$ cat src/rtl/fetch_redirect_stage.sv
`default_nettype none
// ============================================================================
//  Module      : fetch_redirect_stage
//  Description : Instruction-fetch stage with next-PC / redirect resolution.
//                Holds the fetch PC and drives the instruction-memory address.
//                Registers the fetched word into the F/D pipeline register.
//                Resolves EX-stage branches and jumps. On a redirect it
//                squashes F/D and raises flush_e for the instruction that is
//                about to enter EX.
//  Option      : `define FETCH_PERF_CNT_EN adds the redirect_cnt and
//                fetch_cnt performance counters and their output ports.
//  Revision    : 1.0 - initial release
// ----------------------------------------------------------------------------
//  Ports
//    clk, rst          clock (rising edge), synchronous active-high reset
//    stall_f           hold PC and F/D register (hazard unit)
//    imem_addr         instruction-memory address (= pc_f)
//    imem_rdata        combinational instruction word at imem_addr
//    valid_e           EX-stage instruction is valid
//    branch_e, jump_e  EX-stage branch / jump encodings from the control unit
//    pc_e, imm_e       EX-stage PC and sign-extended immediate
//    rd1_e, rd2_e      forwarded EX-stage source operands
//    instr_d, pc_d,    F/D register contents
//    pcplus4_d,
//    valid_d
//    flush_e           combinational kill of the instruction entering EX
//    pc_f              current fetch PC
//    redirect_cnt,     (FETCH_PERF_CNT_EN only) taken redirects and normal
//    fetch_cnt         fetch advances since reset
// ============================================================================
module fetch_redirect_stage #(
  parameter int                    DATA_WIDTH = 32,
  parameter logic [DATA_WIDTH-1:0] RESET_PC   = 32'h0000_0000,
  parameter logic [DATA_WIDTH-1:0] NOP_INSTR  = 32'h0000_0013
) (
  input  logic                  clk,
  input  logic                  rst,
  input  logic                  stall_f,
  output logic [DATA_WIDTH-1:0] imem_addr,
  input  logic [DATA_WIDTH-1:0] imem_rdata,
  input  logic                  valid_e,
  input  logic [2:0]            branch_e,
  input  logic [1:0]            jump_e,
  input  logic [DATA_WIDTH-1:0] pc_e,
  input  logic [DATA_WIDTH-1:0] imm_e,
  input  logic [DATA_WIDTH-1:0] rd1_e,
  input  logic [DATA_WIDTH-1:0] rd2_e,
  output logic [DATA_WIDTH-1:0] instr_d,
  output logic [DATA_WIDTH-1:0] pc_d,
  output logic [DATA_WIDTH-1:0] pcplus4_d,
  output logic                  valid_d,
  output logic                  flush_e,
  output logic [DATA_WIDTH-1:0] pc_f
`ifdef FETCH_PERF_CNT_EN
  ,
  output logic [31:0]           redirect_cnt,
  output logic [31:0]           fetch_cnt
`else
`endif
);

  localparam logic [DATA_WIDTH-1:0] C_FOUR       = DATA_WIDTH'(4);
  localparam logic [DATA_WIDTH-1:0] C_ALIGN_MASK = ~DATA_WIDTH'(1);

  localparam logic [2:0] C_BR_BEQ  = 3'b001;
  localparam logic [2:0] C_BR_BNE  = 3'b010;
  localparam logic [2:0] C_BR_BLT  = 3'b011;
  localparam logic [2:0] C_BR_BGE  = 3'b100;
  localparam logic [2:0] C_BR_BLTU = 3'b101;
  localparam logic [2:0] C_BR_BGEU = 3'b110;

  logic [DATA_WIDTH-1:0] pc_f_q,      pc_f_d;
  logic [DATA_WIDTH-1:0] instr_d_q,   instr_d_d;
  logic [DATA_WIDTH-1:0] pc_d_q,      pc_d_d;
  logic [DATA_WIDTH-1:0] pcplus4_d_q, pcplus4_d_d;
  logic                  valid_d_q,   valid_d_d;

  logic                  br_cond;
  logic                  taken;
  logic                  advance;
  logic [DATA_WIDTH-1:0] target;
  logic [DATA_WIDTH-1:0] pc_f_plus4;

  // Branch condition; codes 000 and 111 never branch.
  always_comb begin
    br_cond = 1'b0;
    case (branch_e)
      C_BR_BEQ:  br_cond = (rd1_e == rd2_e);
      C_BR_BNE:  br_cond = (rd1_e != rd2_e);
      C_BR_BLT:  br_cond = ($signed(rd1_e) <  $signed(rd2_e));
      C_BR_BGE:  br_cond = ($signed(rd1_e) >= $signed(rd2_e));
      C_BR_BLTU: br_cond = (rd1_e <  rd2_e);
      C_BR_BGEU: br_cond = (rd1_e >= rd2_e);
      default:   br_cond = 1'b0;
    endcase
  end

  // A jump wins over any branch code presented alongside it.
  assign taken   = valid_e & (jump_e[1] | br_cond);
  assign advance = ~taken & ~stall_f;

  // JALR aligns to a halfword by clearing bit 0; everything else is PC-relative.
  always_comb begin
    target = pc_e + imm_e;
    if (jump_e == 2'b11) begin
      target = (rd1_e + imm_e) & C_ALIGN_MASK;
    end
  end

  assign pc_f_plus4 = pc_f_q + C_FOUR;

  // Next state: a redirect overrides a stall. On a redirect pc_d/pcplus4_d keep
  // their values; only the instruction and valid bit are squashed.
  always_comb begin
    pc_f_d      = pc_f_q;
    instr_d_d   = instr_d_q;
    pc_d_d      = pc_d_q;
    pcplus4_d_d = pcplus4_d_q;
    valid_d_d   = valid_d_q;
    if (taken) begin
      pc_f_d    = target;
      instr_d_d = NOP_INSTR;
      valid_d_d = 1'b0;
    end else if (!stall_f) begin
      pc_f_d      = pc_f_plus4;
      instr_d_d   = imem_rdata;
      pc_d_d      = pc_f_q;
      pcplus4_d_d = pc_f_plus4;
      valid_d_d   = 1'b1;
    end
  end

  always_ff @(posedge clk) begin
    if (rst) begin
      pc_f_q      <= RESET_PC;
      instr_d_q   <= NOP_INSTR;
      pc_d_q      <= '0;
      pcplus4_d_q <= '0;
      valid_d_q   <= 1'b0;
    end else begin
      pc_f_q      <= pc_f_d;
      instr_d_q   <= instr_d_d;
      pc_d_q      <= pc_d_d;
      pcplus4_d_q <= pcplus4_d_d;
      valid_d_q   <= valid_d_d;
    end
  end

`ifdef FETCH_PERF_CNT_EN
  logic [31:0] redirect_cnt_q, redirect_cnt_d;
  logic [31:0] fetch_cnt_q,    fetch_cnt_d;

  always_comb begin
    redirect_cnt_d = redirect_cnt_q + {31'd0, taken};
    fetch_cnt_d    = fetch_cnt_q    + {31'd0, advance};
  end

  always_ff @(posedge clk) begin
    if (rst) begin
      redirect_cnt_q <= '0;
      fetch_cnt_q    <= '0;
    end else begin
      redirect_cnt_q <= redirect_cnt_d;
      fetch_cnt_q    <= fetch_cnt_d;
    end
  end

  assign redirect_cnt = redirect_cnt_q;
  assign fetch_cnt    = fetch_cnt_q;
`else
  // Without the counters, advance only documents the normal-advance case.
  logic unused_advance;
  assign unused_advance = advance;
`endif

  // Reset takes priority over a redirect, so no flush is reported during reset.
  assign flush_e   = taken & ~rst;
  assign imem_addr = pc_f_q;
  assign pc_f      = pc_f_q;
  assign instr_d   = instr_d_q;
  assign pc_d      = pc_d_q;
  assign pcplus4_d = pcplus4_d_q;
  assign valid_d   = valid_d_q;

endmodule
`default_nettype wire

$ cat config.mk
export PLATFORM = sky130hd
export DESIGN_NAME = fetch_redirect_stage
export DESIGN_NICKNAME = d
export VERILOG_FILES = /design/src/rtl/fetch_redirect_stage.sv
export SDC_FILE = /design/constraint.sdc
export NUM_CORES = 1
export LEC_CHECK = 0
export ABC_AREA = 0
export BUFFER_PORTS_ARGS = -buffer_cell sky130_fd_sc_hd__buf_4
export CAP_MARGIN = 20
export CORE_ASPECT_RATIO = 0.75
export CORE_MARGIN = 2
export CORE_UTILIZATION = 52
export CTS_CLUSTER_DIAMETER = 80
export CTS_CLUSTER_SIZE = 24
export DETAILED_ROUTE_END_ITERATION = 6
export PLACE_DENSITY = 0.82
export SLEW_MARGIN = 30
export SYNTH_ARGS = -nofsm -noshare
export SYNTH_HDL_FRONTEND = slang
export SYNTH_SLANG_ARGS = --single-unit
$ cat constraint.sdc
create_clock -name clk -period 6.1 [get_ports clk]
set_clock_uncertainty 0.1 [all_clocks]
set_input_delay 1.22 -clock clk [delete_from_list [all_inputs] [get_ports clk]]
set_output_delay 1.22 -clock clk [all_outputs]
set_load 0.05 [all_outputs]
==> results of run 1 <==
[flip-flops by register name (all words and copies together), names as in the netlist]
signal and flops:
imem_addr 32, valid_d 1, pcplus4_d 30, instr_d 32, pc_d 32
[cell usage after synthesis (5+ instances only)]
| library cell | instances |
|---|---|
| sky130_fd_sc_hd__nand4_1 | 13 |
| sky130_fd_sc_hd__nor4_1 | 6 |
| sky130_fd_sc_hd__o21bai_1 | 10 |
| sky130_fd_sc_hd__mux2i_1 | 33 |
| sky130_fd_sc_hd__and2_1 | 9 |
| sky130_fd_sc_hd__buf_2 | 10 |
| sky130_fd_sc_hd__a211oi_1 | 81 |
| sky130_fd_sc_hd__a31oi_1 | 8 |
| sky130_fd_sc_hd__clkbuf_1 | 40 |
| sky130_fd_sc_hd__o211ai_1 | 9 |
| sky130_fd_sc_hd__nand3b_1 | 6 |
| sky130_fd_sc_hd__nand2_1 | 135 |
| sky130_fd_sc_hd__xnor2_1 | 75 |
| sky130_fd_sc_hd__nor2_1 | 131 |
| sky130_fd_sc_hd__nand3_1 | 21 |
| sky130_fd_sc_hd__ha_1 | 94 |
| sky130_fd_sc_hd__o21a_1 | 8 |
| sky130_fd_sc_hd__nor4b_1 | 5 |
| sky130_fd_sc_hd__and3_1 | 11 |
| sky130_fd_sc_hd__nor3_1 | 26 |
| sky130_fd_sc_hd__a41oi_1 | 5 |
| sky130_fd_sc_hd__a21oi_1 | 112 |
| sky130_fd_sc_hd__xor2_1 | 33 |
| sky130_fd_sc_hd__nor2b_1 | 17 |
| sky130_fd_sc_hd__dfxtp_1 | 127 |
| sky130_fd_sc_hd__o31ai_1 | 5 |
| sky130_fd_sc_hd__nand2b_1 | 11 |
| sky130_fd_sc_hd__inv_1 | 48 |
| sky130_fd_sc_hd__a21o_1 | 13 |
| sky130_fd_sc_hd__buf_4 | 39 |
| sky130_fd_sc_hd__o21ai_0 | 44 |
| sky130_fd_sc_hd__or3_1 | 5 |
| sky130_fd_sc_hd__a221oi_1 | 6 |
[cell type report]
cell class              count  area (µm²)  share of cell area
multi-input cells         973        6510               0.512
flip-flops and latches    127        2540               0.200
repair buffers            338        2540               0.200
clock buffers              17         425              0.0335
well taps                 247         309              0.0243
clock inverters            15         209              0.0164
inverters                  48         180              0.0142
[per-stage QoR]
stage	util	total power, µW	setup slack, ns
floorplan	-	1790	0.831
global placement	0.656	2120	0.597
detailed placement	0.656	2130	0.395
CTS	0.691	3220	0.442
global route	0.691	3350	0.263
finish	0.691	3220	0.354
[worst paths after layout]
kind	start	endpoint	cells after the start
worst max register to register	imem_addr[4]	imem_addr[27]	10
worst min-delay path	pc_d[5]	pc_d[5]	2
worst min register to register	pc_d[5]	pc_d[5]	2
worst max-delay path	rd1_e[31]	flush_e	10
[per-layer routing]
metal | track usage | part of all wire | vias up
met5 | 0 | 0 | -
met4 | 0.0946 | 0.026 | 0
met3 | 0.0493 | 0.062 | 64
met2 | 0.494 | 0.47 | 376
met1 | 0.385 | 0.44 | 4718
li1 | - | - | 4921
[where the power goes]
part	leakage, µW	internal (µW)	total, µW	switching [µW]
Clock	0.000294	689	1090	399
Combinational	0.00435	430	1150	723
Sequential	0.00104	891	974	82.8
Total	0.00568	2010	3220	1200
[cell families after synthesis]
| group | share of synthesized area |
|---|---|
| buf+inv | 0.0729 |
| simple gates | 0.194 |
| flops | 0.261 |
| compound gates | 0.217 |
| fa+ha+maj | 0.125 |
| xor+xnor | 0.0971 |
| mux | 0.0339 |
[worst max-delay path: stages]
cell	delay [ns]
sky130_fd_sc_hd__buf_4	0.13
sky130_fd_sc_hd__ha_1	0.38
sky130_fd_sc_hd__a21oi_1	0.17
sky130_fd_sc_hd__o21ai_0	0.29
sky130_fd_sc_hd__a2111oi_0	0.80
sky130_fd_sc_hd__nor3_1	0.16
sky130_fd_sc_hd__nor4b_1	0.56
sky130_fd_sc_hd__o41ai_4	0.12
sky130_fd_sc_hd__nor2_1	0.33
sky130_fd_sc_hd__buf_4	0.28
==> metrics.log, run 1 <==
[metrics] Register-to-Register Setup Slack: roughly 2.8 ns
[metrics] max-capacitance violation count: 0
[metrics] number of nets produced by synthesis: 1,506
[metrics] first-pass GRT wire length: between 40,000 and 50,000 µm
[metrics] layout net count: 1,770
[metrics] largest net degree at the start of global routing: 96
[metrics] iteration count of the initial detailed-routing pass: 5
[metrics] DRT iter0 DRCs: 740
[metrics] leading cell types by total area after synthesis: sky130_fd_sc_hd__dfxtp_1 (26%), sky130_fd_sc_hd__ha_1 (12%), sky130_fd_sc_hd__xnor2_1 (6.7%)
[metrics] most frequent cells in the layout: sky130_fd_sc_hd__buf_4 (337), sky130_fd_sc_hd__nand2_1 (135), sky130_fd_sc_hd__nor2_1 (131)
[metrics] post-CTS setup buffer count: 0
[metrics] Static Leak: roughly 0.0057 µW
[metrics] cell area after layout: between 10,000 and 15,000 µm²
[metrics] capturing element type of the critical path: primary output
[metrics] num ports: ~330
[metrics] TritonCTS buffer count: 17
[metrics] average wire per cell in the routed design: 17.2 µm
[metrics] number of antenna violations at the first check in global routing: 0
[metrics] post-route setup TNS: 0 ns
[metrics] slew at the pin with the worst max-slew slack: 0.896 ns
[metrics] worst setup path category: in -> out
[metrics] horizontal die dimension: 162 µm
[metrics] DRC viols: 0
[metrics] max_slew headroom: 0.403
[metrics] unrepaired setup endpoints after global routing: no
[metrics] Post-synth EDFFs: 0
[metrics] clock transition at the register clock pins on the worst setup and hold paths after CTS: 0.06 ns
[metrics] share of the cycle needed by the critical path after routing: 0.942
[metrics] depth of the CTS H-tree: 4
[metrics] Final setup viols: 0
[metrics] input/output buffers: 330
[metrics] leading cell type in the layout, fill and taps excluded: sky130_fd_sc_hd__buf_4
[metrics] most common flop cell mapped by yosys: sky130_fd_sc_hd__dfxtp_1
[metrics] async set or reset register ratio after synthesis: 0
[metrics] Slew Viols, Final: 0
[metrics] sort of element at the start of the critical path: primary input
[metrics] number of standard cells in the layout, taps in and fillers out: 1,765
[metrics] antenna diode instance count: 0
[metrics] average instance area after synthesis: 7.85 µm²
[metrics] Max Fclk: 174 MHz
[metrics] gr ovfl total: 0
[metrics] mean number of vias per cell: 5.71
[metrics] number of standard cells after synthesis: 1,241
[metrics] Synthesis Warnings: 0
[metrics] Unique masters post-synth: 62
[metrics] final wirelength: 30,300 µm
[metrics] Cell Pwr Density: 253 nW/µm²
[metrics] final RePlAce weighted congestion: just over 0.9
[metrics] area overhead of the layout relative to synthesis: 30.5%
[metrics] overall die height: 123 µm
[metrics] overall via count from detail_route: 10,100
[metrics] clock tree from TritonCTS: done
[metrics] worst hold slack: between 0.3 and 0.4 ns
[metrics] Max Root-Sink Buffers: 2
[metrics] layout cell share with drive strength beyond 1: 0.251
[metrics] path type of the worst min-delay path: reg -> reg
[metrics] Root Driver: sky130_fd_sc_hd__clkbuf_16
[metrics] hold violation total from the final report: 0
[metrics] share of the synthesized area in the top cell type: 0.261
[metrics] Req. time, crit path: 4.78 ns
[metrics] outcome: finished clean
[metrics] clock tree sinks: 127
[metrics] area of the die: 19,900 µm²
[metrics] instance count after placement with tap cells included: around 1,700
[metrics] number of cell rows: 43
[metrics] number of hold-repair buffers added at the cts stage: 0
[metrics] Worst-Skew Late Latency: just over 0.4 ns
[metrics] netlist area before placement: 9740 µm²
[metrics] HPWL after DPL: 23,100 µm
[metrics] vias in the first global route: 9,364
[metrics] core area: 18,400 µm²
[metrics] data arrival time of the critical path: about 4.4 ns
[metrics] Post-DP Area: 12,100 µm²
[metrics] cell type with the largest total area after synthesis: sky130_fd_sc_hd__dfxtp_1
[metrics] peak supply drop: 0.186 mV
[metrics] top fanout value on the critical path: 5
[metrics] Total GRT Usage: 0.293
[metrics] count of fill cells added during filler insertion: 1,509
[metrics] post-CTS resize count: 0
[metrics] Initial Utilization: 0.530
[metrics] Antenna Violating Nets Remaining: 0
[metrics] share of synthesized area occupied by flip-flops and latches: 0.261
[metrics] time the final worst path needs with I/O delays and setup: 5.75 ns
[metrics] synthesis-stage register bit count: roughly 130
(Power assumes the default switching activity.)
==> run 2: changes to the inputs <==
--- a/config.mk
+++ b/config.mk
@@ -10,11 +10,12 @@
 export CAP_MARGIN = 20
 export CORE_ASPECT_RATIO = 0.75
 export CORE_MARGIN = 2
-export CORE_UTILIZATION = 52
+export CORE_UTILIZATION = 55
+export CTS_BUF_LIST = sky130_fd_sc_hd__clkbuf_16
 export CTS_CLUSTER_DIAMETER = 80
 export CTS_CLUSTER_SIZE = 24
 export DETAILED_ROUTE_END_ITERATION = 6
-export PLACE_DENSITY = 0.82
+export PLACE_DENSITY = 0.86
 export SLEW_MARGIN = 30
 export SYNTH_ARGS = -nofsm -noshare
 export SYNTH_HDL_FRONTEND = slang
==> constraint.sdc (replaced) <==
create_clock -name clk -period 7.4 [get_ports clk]
set_clock_uncertainty 0.1 [all_clocks]
set_input_delay 1.48 -clock clk [delete_from_list [all_inputs] [get_ports clk]]
set_output_delay 1.48 -clock clk [all_outputs]
set_load 0.05 [all_outputs]
==> metrics.log, run 2 (synthesis gave the netlist of run 1 again) <==
[metrics] outcome: finished clean
[metrics] clock transition at the register clock pins on the worst setup and hold paths after CTS: 0.06 ns (about the same)
[metrics] Max Fclk: 165 MHz
[metrics] average wire per cell in the routed design: 16.9 µm (-1.5%)
[metrics] peak supply drop: 0.161 mV (-14%)
[metrics] unrepaired setup endpoints after global routing: no
[metrics] share of the cycle needed by the critical path after routing: 0.819
[metrics] Worst-Skew Late Latency: 0.41 ns (about the same)
[metrics] Max Root-Sink Buffers: 2 (unchanged)
[metrics] Register-to-Register Setup Slack: 4.10 ns (+1.32 ns)
[metrics] Initial Utilization: 0.557 (+0.0273)
[metrics] DRC viols: 0 (unchanged)
[metrics] number of hold-repair buffers added at the cts stage: 0 (unchanged)
[metrics] count of fill cells added during filler insertion: 1,406 (-6.8%)
[metrics] most frequent cells in the layout: sky130_fd_sc_hd__buf_4 (336), sky130_fd_sc_hd__nand2_1 (135), sky130_fd_sc_hd__nor2_1 (131)
[metrics] vias in the first global route: 9,392 (+0.30%)
[metrics] number of standard cells in the layout, taps in and fillers out: 1,759 (-0.34%)
[metrics] layout net count: 1,769 (-0.056%)
[metrics] time the final worst path needs with I/O delays and setup: approximately 6.1 ns
[metrics] area of the die: 18,800 µm² (-5.3%)
[metrics] layout cell share with drive strength beyond 1: 0.250 (-0.00115)
[metrics] post-CTS setup buffer count: 0 (unchanged)
[metrics] slowest cell on the critical path: sky130_fd_sc_hd__a2111oi_0
[metrics] Slew Viols, Final: 0 (unchanged)
[metrics] Sequential cell area: 2540 µm² (unchanged)
[metrics] HPWL after DPL: 22,600 µm (-1.9%)
[metrics] Total GRT Usage: 0.307 (+0.0135)
[metrics] Crit path largest cell delay: 0.77 ns (-0.03 ns)
[metrics] post-CTS resize count: 0 (unchanged)
[metrics] gr ovfl total: 0 (unchanged)
[metrics] TritonCTS buffer count: 17 (unchanged)
[metrics] area overhead of the layout relative to synthesis: 29.9%
[metrics] final RePlAce weighted congestion: 0.938 (+3.4%)
[metrics] capturing element type of the critical path: primary output
[metrics] antenna diode instance count: 0 (unchanged)
[metrics] clock tree from TritonCTS: done
[metrics] first-pass GRT wire length: 46,400 µm (-1.2%)
[metrics] met2 capacity usage during global routing: 0.524 (+0.0303)
[metrics] DRT iter0 DRCs: 837 (+13%)
[metrics] horizontal die dimension: 158 µm (-2.7%)
[metrics] post-route setup TNS: 0 ns (unchanged)
[metrics] Antenna Violating Nets Remaining: 0 (unchanged)
[metrics] path type of the worst min-delay path: reg -> reg
[metrics] number of cell rows: 42 (-2.3%)
[metrics] hold violation total from the final report: 0 (unchanged)
[metrics] iteration count of the initial detailed-routing pass: 5 (unchanged)
[metrics] max-capacitance violation count: 0 (unchanged)
[metrics] Root Driver: sky130_fd_sc_hd__clkbuf_16
[metrics] largest net degree at the start of global routing: 96 (unchanged)
[metrics] num ports: 331 (unchanged)
[metrics] instance count after placement with tap cells included: 1,727 (-0.35%)
[metrics] cell seen most often among critical-path stages: sky130_fd_sc_hd__buf_4
[metrics] routing usage on met1: 0.402 (+0.0168)
[metrics] mean number of vias per cell: 5.75 (+0.63%)
[metrics] most used routing layer: met2
[metrics] Static Leak: 0.00566 µW (-0.37%)
[metrics] worst setup path category: in -> out
[metrics] Cell Pwr Density: 204 nW/µm² (-19%)
[metrics] input/output buffers: 330 (unchanged)
[metrics] top fanout value on the critical path: 5 (unchanged)
[metrics] Final setup viols: 0 (unchanged)
[metrics] series of cell instances along the critical path: buf_4 > ha_1 > a21oi_1 > o21ai_0 > a2111oi_0 > o31ai_1 > or3_1 > o41ai_4 > nor2_1 > buf_4
[metrics] overall via count from detail_route: 10,100 (+0.29%)
[metrics] leading cell type in the layout, fill and taps excluded: sky130_fd_sc_hd__buf_4
[metrics] final wirelength: 29,700 µm (-1.9%)
[metrics] max_slew headroom: 0.412 (+0.00921)
[metrics] data arrival time of the critical path: 4.48 ns (+0.05 ns)
[metrics] slew at the pin with the worst max-slew slack: 0.882 ns (-0.0138 ns)
[metrics] core area: 17,500 µm² (-4.9%)
[metrics] clock tree sinks: 127 (unchanged)
[metrics] multi-input combinational cell area: 6510 µm² (unchanged)
[metrics] number of antenna violations at the first check in global routing: 0 (unchanged)
[metrics] met3 layer usage reported by global route: 0.0509 (+0.00161)
[metrics] depth of the CTS H-tree: 4 (unchanged)
[metrics] sort of element at the start of the critical path: primary input
[metrics] overall die height: 119 µm (-2.7%)
[metrics] Req. time, crit path: 5.82 ns (+1.04 ns)
run 2: cell count changes in the layout (fill, tap and decap cells not counted), sizes merged:
cell | before | now
inv | 51 | 52
buf | 338 | 337
clkinv | 3 | 6
bufinv | 4 | 2
clkinvlp | 5 | 3
run 2: per-layer routing:
metal | vias up | part of all wire
met2 | 397 | 0.48
met3 | 42 | 0.070
met4 | 0 | 0.017
met5 | - | 0
li1 | 4931 | -
met1 | 4738 | 0.43
run 2: final timing paths:
path,start,end,cells past startpoint
max,rd1_e[31],flush_e,10
min,pc_d[22],pc_d[22],2
max reg2reg,imem_addr[2],imem_addr[27],10
min reg2reg,pc_d[22],pc_d[22],2
run 2: critical path, delay by kind of cell:
kind / cells / cell delay [ns]
fa+ha+maj: 1 / 0.38
simple gates: 2 / 0.49
buf+inv: 2 / 0.38
compound gates: 5 / 1.76
run 2: report_power, final:
group	internal [µW]	switching [µW]
combinational	355	595
clock	500	326
sequential	735	68.2
run 2: area by class of cell:
type,instances,share of cell area
Inverter,48,0.0142
Tap cell,242,0.0239
Clock inverter,15,0.0128
Timing Repair Buffer,337,0.200
Clock buffer,17,0.0336
Multi-Input combinational cell,973,0.514
Sequential cell,127,0.201
run 2: stage by stage:
step           power, µW  hold WS (ns)  worst slack, ns  utilization  area, µm²
2_1_floorplan       1480         0.359             1.61            -       9740
3_3_place_gp        1740         0.335             1.39        0.689      12100
3_5_place_dp        1750         0.348             1.31        0.689      12100
4_1_cts             2570         0.357             1.43        0.723      12700
5_1_grt             2690         0.382             1.31        0.723      12700
6_report            2580         0.355             1.34        0.723      12700
